<file path="src/rtl/gcd_operand_sequencer.sv">
// gcd_operand_sequencer: valid/ready front-end that feeds operand pairs to a subtractive GCD core and returns its result
// Ports: clk/rst_n (async active-low); in_valid/in_a/in_b/in_ready operand handshake;
//        core_start/core_data/core_clear drive the core, core_done/core_result come back;
//        res_valid/res_data/res_err/res_ready result handshake; busy high outside IDLE.
// Optional build macro GCD_ZERO_BYPASS_EN: resolve zero operands locally (gcd(x,0)=x) instead of flagging an error.
module gcd_operand_sequencer #(
    parameter int WIDTH   = 16,
    parameter int MAX_CYC = 70000
) (
    input  logic             clk,
    input  logic             rst_n,
    input  logic             in_valid,
    input  logic [WIDTH-1:0] in_a,
    input  logic [WIDTH-1:0] in_b,
    output logic             in_ready,
    output logic             core_start,
    output logic [WIDTH-1:0] core_data,
    output logic             core_clear,
    input  logic             core_done,
    input  logic [WIDTH-1:0] core_result,
    output logic             res_valid,
    output logic [WIDTH-1:0] res_data,
    output logic             res_err,
    input  logic             res_ready,
    output logic             busy
);
    localparam int CW = $clog2(MAX_CYC + 1);

    typedef enum logic [2:0] {IDLE, LOAD_A, LOAD_B, WAIT, CLEAR, OUT} state_t;

    state_t           state, state_nx;
    logic [WIDTH-1:0] a_q, b_q, res_q;
    logic             err_q;
    logic [CW-1:0]    cnt;
    logic             zero_in, timeout;
    logic [WIDTH-1:0] zero_res;
    logic             zero_err;

    assign zero_in = (in_a == '0) || (in_b == '0);
    assign timeout = cnt == CW'(MAX_CYC - 1);

`ifdef GCD_ZERO_BYPASS_EN
    // The non-zero operand is the GCD; both zero yields zero
    assign zero_res = (in_a == '0) ? in_b : in_a;
    assign zero_err = 1'b0;
`else
    assign zero_res = '0;
    assign zero_err = 1'b1;
`endif

    always_comb begin
        state_nx = state;
        case (state)
            IDLE:    state_nx = in_valid ? (zero_in ? OUT : LOAD_A) : IDLE;
            LOAD_A:  state_nx = LOAD_B;
            LOAD_B:  state_nx = WAIT;
            WAIT:    state_nx = (core_done || timeout) ? CLEAR : WAIT;
            CLEAR:   state_nx = OUT;
            OUT:     state_nx = res_ready ? IDLE : OUT;
            default: state_nx = IDLE;
        endcase
    end

    always_ff @(posedge clk or negedge rst_n) begin
        if (!rst_n) begin
            state <= IDLE;
            cnt   <= '0;
            a_q   <= '0;
            b_q   <= '0;
            res_q <= '0;
            err_q <= 1'b0;
        end else begin
            state <= state_nx;
            case (state)
                IDLE: if (in_valid) begin
                    a_q <= in_a;
                    b_q <= in_b;
                    if (zero_in) begin
                        res_q <= zero_res;
                        err_q <= zero_err;
                    end
                end
                LOAD_B: cnt <= '0;
                WAIT: begin
                    cnt <= cnt + 1'b1;
                    // core_done takes priority over a coincident timeout
                    if (core_done) begin
                        res_q <= core_result;
                        err_q <= 1'b0;
                    end else if (timeout) begin
                        res_q <= '0;
                        err_q <= 1'b1;
                    end
                end
                default: ;
            endcase
        end
    end

    assign in_ready   = state == IDLE;
    assign busy       = state != IDLE;
    assign core_start = state == LOAD_A;
    assign core_clear = state == CLEAR;
    assign res_valid  = state == OUT;
    assign core_data  = (state == LOAD_A) ? a_q : (state == LOAD_B) ? b_q : '0;
    assign res_data   = res_q;
    assign res_err    = err_q;
endmodule

</file>
<file path="config.mk">
export PLATFORM = sky130hd
export DESIGN_NAME = gcd_operand_sequencer
export DESIGN_NICKNAME = d
export VERILOG_FILES = /design/src/rtl/gcd_operand_sequencer.sv
export SDC_FILE = /design/constraint.sdc
export NUM_CORES = 1
export LEC_CHECK = 0
export ABC_AREA = 1
export BUFFER_PORTS_ARGS = -buffer_cell sky130_fd_sc_hd__buf_2
export CAP_MARGIN = 5
export CORE_MARGIN = 3
export CORE_UTILIZATION = 25
export CTS_BUF_LIST = sky130_fd_sc_hd__clkbuf_8 sky130_fd_sc_hd__clkbuf_16
export CTS_CLUSTER_SIZE = 24
export DETAILED_ROUTE_END_ITERATION = 6
export GPL_TIMING_DRIVEN = 0
export PLACE_DENSITY = 0.43
export SETUP_SLACK_MARGIN = 0.02
export SLEW_MARGIN = 20
export SYNTH_ARGS = -nofsm -noshare
export SYNTH_HDL_FRONTEND = slang
export SYNTH_SLANG_ARGS = --single-unit
</file>
<file path="constraint.sdc">
create_clock -name clk -period 1.9 [get_ports clk]
set_input_delay 0.095 -clock clk [delete_from_list [all_inputs] [get_ports clk]]
set_output_delay 0.095 -clock clk [all_outputs]
set_load 0.005 [all_outputs]
</file>
* After elaboration in Yosys (flattened, before gate mapping)
Cells that the tools add are included.
** Cells by class
- Reduce and logical (&&, ||, !) cells :: 10
- Eq/ne operators :: 9
- Multiplexer cells :: 18
- Add/sub/neg operators :: 1
** Operators by type and width (number)
- $mux 16 :: 6
- $pmux 17 s2 :: 1
- $logic_not 16->1 :: 2
- $pmux 16 s2 :: 1
- $pmux 3 s6 :: 1
- $add 17x1->17 const B :: 1
- $eq 17x17->1 const B :: 1
- $mux 3 :: 4
- $eq 3x2->1 const B :: 2
- $eq 3x3->1 const B :: 2
- $mux 1 :: 4
- $reduce_and 4->1 :: 1
- $reduce_bool 2->1 :: 2
- $eq 3x1->1 const B :: 1
- $logic_not 3->1 :: 1
- $ne 3x3->1 const B :: 1
- $reduce_bool 3->1 :: 1
- $logic_or 1x1->1 :: 2
- $ne 2x1->1 const B :: 1
- $ne 2x2->1 const B :: 1
- $pmux 1 s2 :: 1
- $reduce_and 2->1 :: 1
** Word-level totals
- Bits in registers :: 69
- Word-level logic and storage cells :: 44
- Output and inout port bits :: 38

* Longest topological paths before layout
- Depth after elaboration :: 5
- Depth in mapped cells :: 11

* Worst setup path before layout
OpenSTA, ideal clock, no wires.
- Path type :: register to register
- From :: register cnt[0]
- To :: register err_q (netlist: res_err)
- Setup time :: 117 ps
- Cell stages (with the launch flop) :: 12
- Data required time :: 1783 ps
- Setup slack :: 426 ps
- Data arrival time :: 1357 ps
- Buffers on the path :: 1
- Period minus slack after synthesis :: 1474 ps
- Cells stage by stage :: dfrtp_1 -> ha_1 -> nand2_1 -> inv_1 -> nand2_1 -> nor2_1 -> nand2_1 -> nand3_2 -> nand3_4 -> buf_6 -> nand2_1 -> nand2_1
** On the way
- Word-level cells in the longest chain between the ends :: 3
** Ends and longest elaborated chain
- from (decl) :: RTL line 34 : logic [CW-1:0] cnt;
- from (signal assigned) :: RTL line 85 : cnt <= cnt + 1'b1;
- $eq 17x17->1 :: RTL line 40 : assign timeout = cnt == CW'(MAX_CYC - 1);
- $ne 3x3->1 (no line)
- $reduce_and 4->1 (no line)
- to (signal assigned) :: RTL line 80 : err_q <= zero_err;
- to (decl) :: RTL line 33 : logic err_q;
Every way passes these cells.
A chain may end at the register's enable or synchronous reset.

* Worst setup path after layout
- From :: register cnt[0]
- To :: register res_q[9] (netlist: res_data[9])
** On the way
- Word-level cells in the longest chain between the ends :: 3
** Ends and longest elaborated chain
- $eq 17x17->1 :: RTL line 40
- $ne 3x3->1 (no line)
- $reduce_and 4->1 (no line)
- to (signal assigned) :: RTL line 79 : res_q <= zero_res;
- to (signal assigned) :: RTL line 88 : res_q <= core_result;
- to (decl) :: RTL line 32 : logic [WIDTH-1:0] a_q, b_q, res_q;
Every way passes these cells.

==> flow_metrics.tcl <==
set metrics [dict create \
    status "finished, final reports clean" \
    gp_congestion 0.826 \
    vdd_ir_drop_max_uv 750 \
    worst_slew_pin_slew_ns 0.568 \
    synthesis.nets 420 \
    power.density_nw_per_um2 1400 \
    netlist_area_sq_um 3390 \
    end_kind "flip-flop" \
    routed-via-count 2981 \
    avgSynthCellArea_sq_um 9.25 \
    arrival_ns 2.01 \
    first_pass_iters 4 \
    io_buffer_count 90 \
    grt_use_total_pct 13.4 \
    grt_max_degree 51 \
    dpl.hpwl_um 6810 \
    start_util_pct 26.2 \
    grt_pass1_wl_um 15600 \
    h-tree-depth 3 \
    die_area_sq_um 15000 \
    place_ws_ns 0.105 \
    first_iter_violations 98 \
    yosys_warnings 0 \
    fillers 1360 \
    drive_gt1_share_pct 32.0 \
    setup_slack_ns 0.170 \
    insertion_delay_ns 0.34 \
    area_growth_pct 40.1 \
    cts_root_buf "clkbuf_16" \
    die_y_um 122 \
    slew_violations 0 \
    cts.sinks 69 \
    slew_headroom_pct 61.8 \
    p_leak_nw 2.42 \
    synth_cells 366 \
    synth_edf_count 0 \
    cts_buffers 9 \
    wire_per_inst_um 14.1 \
    r2r_slack_ns 0.17 \
    drv_cap 0 \
    p_total_mw 6.62 \
    rsz0062_at_grt "false" \
    antenna_cells 0 \
    ys_seq_elements 69 \
    tns_ns 0 \
    vias_per_cell 4.39 \
    ant_nets 0 \
    rows 41 \
    drt_wl_total_um 9590 \
    async_reset_ff_share_pct 100 \
    startpoint_type "flip-flop" \
    synth_cell_types 30 \
    clk_path_buf_depth 2 \
    synthFlopType "dfrtp_1" \
    worstPathCellList "ha_1 > nand2_1 > inv_1 > nand2_1 > nor2_1 > nand2_1 > nand3_2 > nand3_4 > buf_6 > nand2_1 > nand2_1" \
    cp_slowest_cell "dfrtp_1" \
    antenna_found_initial 0 \
    die_width_um 122 \
    layout.nets 556 \
    setup_viol 0 \
    clk_pin_slew_worst_paths_ns 0.06 \
    critical_path_class "reg -> reg" \
    crit_fanout 10 \
    coreArea_sq_um 12900 \
    cpMostUsedCell "nand2_1" \
    synth_common_cells "nand2_1 (106), dfrtp_1 (69), nor2_1 (36), inv_1 (25), nand3_1 (21)" \
    drcViolationCount 0 \
    grt_pass1_vias 3060 \
    critPathMaxStageDelay_ns 0.41 \
    yosysTopAreaCellShare_pct 51.0 \
    period_needed_ns 1.73 \
    fmax_ghz 0.578 \
    yosysMostFrequentCell "nand2_1" \
    io_pins 91 \
    yosys-top-cells-area "dfrtp_1 (51%), nand2_1 (12%), mux2_2 (6.0%), mux2_4 (4.4%), a22o_1 (4.1%)" \
    hold_class "in -> reg" \
    cp.required_ns 2.18 \
    cts_tree "yes" \
    hold_viol_final 0 \
    post-route-period-util_pct 91.0 \
    yosys.area.top_type "dfrtp_1" \
    ys_seq_area_share_pct 51.0 \
    overflow 0 \
    skew_ns 0.00900 \
]
cell families after synthesis:
| logic type | Yosys count | share of synthesized area, % |
|---|---|---|
| flops | 69 | 51.0 |
| simple gates | 188 | 24.2 |
| buf+inv | 38 | 5.69 |
| mux | 28 | 10.4 |
| compound gates | 40 | 7.87 |
| xor+xnor | 2 | 0.517 |
| fa+ha+maj | 1 | 0.369 |
critical path: cells and delay by family (launching register included):
kind / cells / cell delay [ns]
fa+ha+maj: 1 / 0.22
buf+inv: 2 / 0.22
flops: 1 / 0.41
simple gates: 8 / 0.81
worst paths after layout:
kind / start / to / cells past startpoint
min: in_b[1] / b_q[1] / 2
max: cnt[0] / res_data[9] / 11
max reg2reg: cnt[0] / res_data[9] / 11
min in group asynchronous: rst_n / cnt[1] / 2
min reg2reg: res_err / res_err / 2
max in group asynchronous: rst_n / state[0] / 3
stage by stage:
step / area, sq um / cells / utilization (%) / hold slack [ns]
6_report: 4740 / 679 / 36.7 / 0.0117
5_1_grt: 4740 / 679 / 36.7 / 0.000554
4_1_cts: 4720 / 678 / 36.5 / 0.000322
3_5_place_dp: 4080 / 629 / 31.6 / 0.0166
3_3_place_gp: 4050 / 628 / 31.3 / 0.298
2_1_floorplan: 3390 / 366 / - / -0.201
cells in the final DEF, fill, tap and decap left out, types with 4 or more instances in the layout:
cell / n
buf_2: 91
nand4_1: 7
a21oi_1: 5
mux2_4: 10
o21ai_0: 16
inv_1: 26
clkbuf_16: 9
dfrtp_1: 68
a22o_1: 16
mux2_2: 18
dlygate4sd3_1: 30
buf_4: 9
nor3_1: 6
inv_2: 4
nand3_1: 21
nand2_1: 106
nor2_1: 36
power breakdown:
group,switching (mW),leakage (nW),internal (mW),total (mW)
Clock,0.646,0.158,1.08,1.72
Combinational,1.25,1.38,1.33,2.58
Sequential,0.321,0.875,2.00,2.32
Total,2.22,2.42,4.41,6.62
area by class of cell:
| cell class | instances | area (sq um) | share of cell area (%) |
|---|---|---|---|
| Sequential cell | 69 | 1730 | 36.4 |
| Multi-Input combinational cell | 259 | 1480 | 31.2 |
| Timing Repair Buffer | 125 | 823 | 17.4 |
| Clock buffer | 11 | 253 | 5.33 |
| Tap cell | 172 | 215 | 4.54 |
| Inverter | 28 | 105 | 2.22 |
| Buffer | 10 | 90.1 | 1.90 |
| Clock inverter | 5 | 51.3 | 1.08 |
registers in the layout (all words and copies together), names as in the netlist:
name and count:
a_q 16, res_err 1, cnt 17, b_q 16, state 3, res_data 16
layer usage:
| layer | track usage [%] | wire (um) |
|---|---|---|
| met5 | 0 | 0 |
| met4 | 4.90 | 157 |
| met1 | 18.1 | 4520 |
| met2 | 20.1 | 4390 |
| met3 | 4.29 | 518 |
repair_timing:
action / in CTS / in global routing
buffers inserted: 3 / 1
endpoints found under the hold margin: 52 / 0
hold buffers: 30 / 0
pin swaps: 2 / 1
setup endpoints to repair: 17 / 14
gates resized for setup: 3 / 2
No activity file was read; power rests on OpenSTA's default activity.
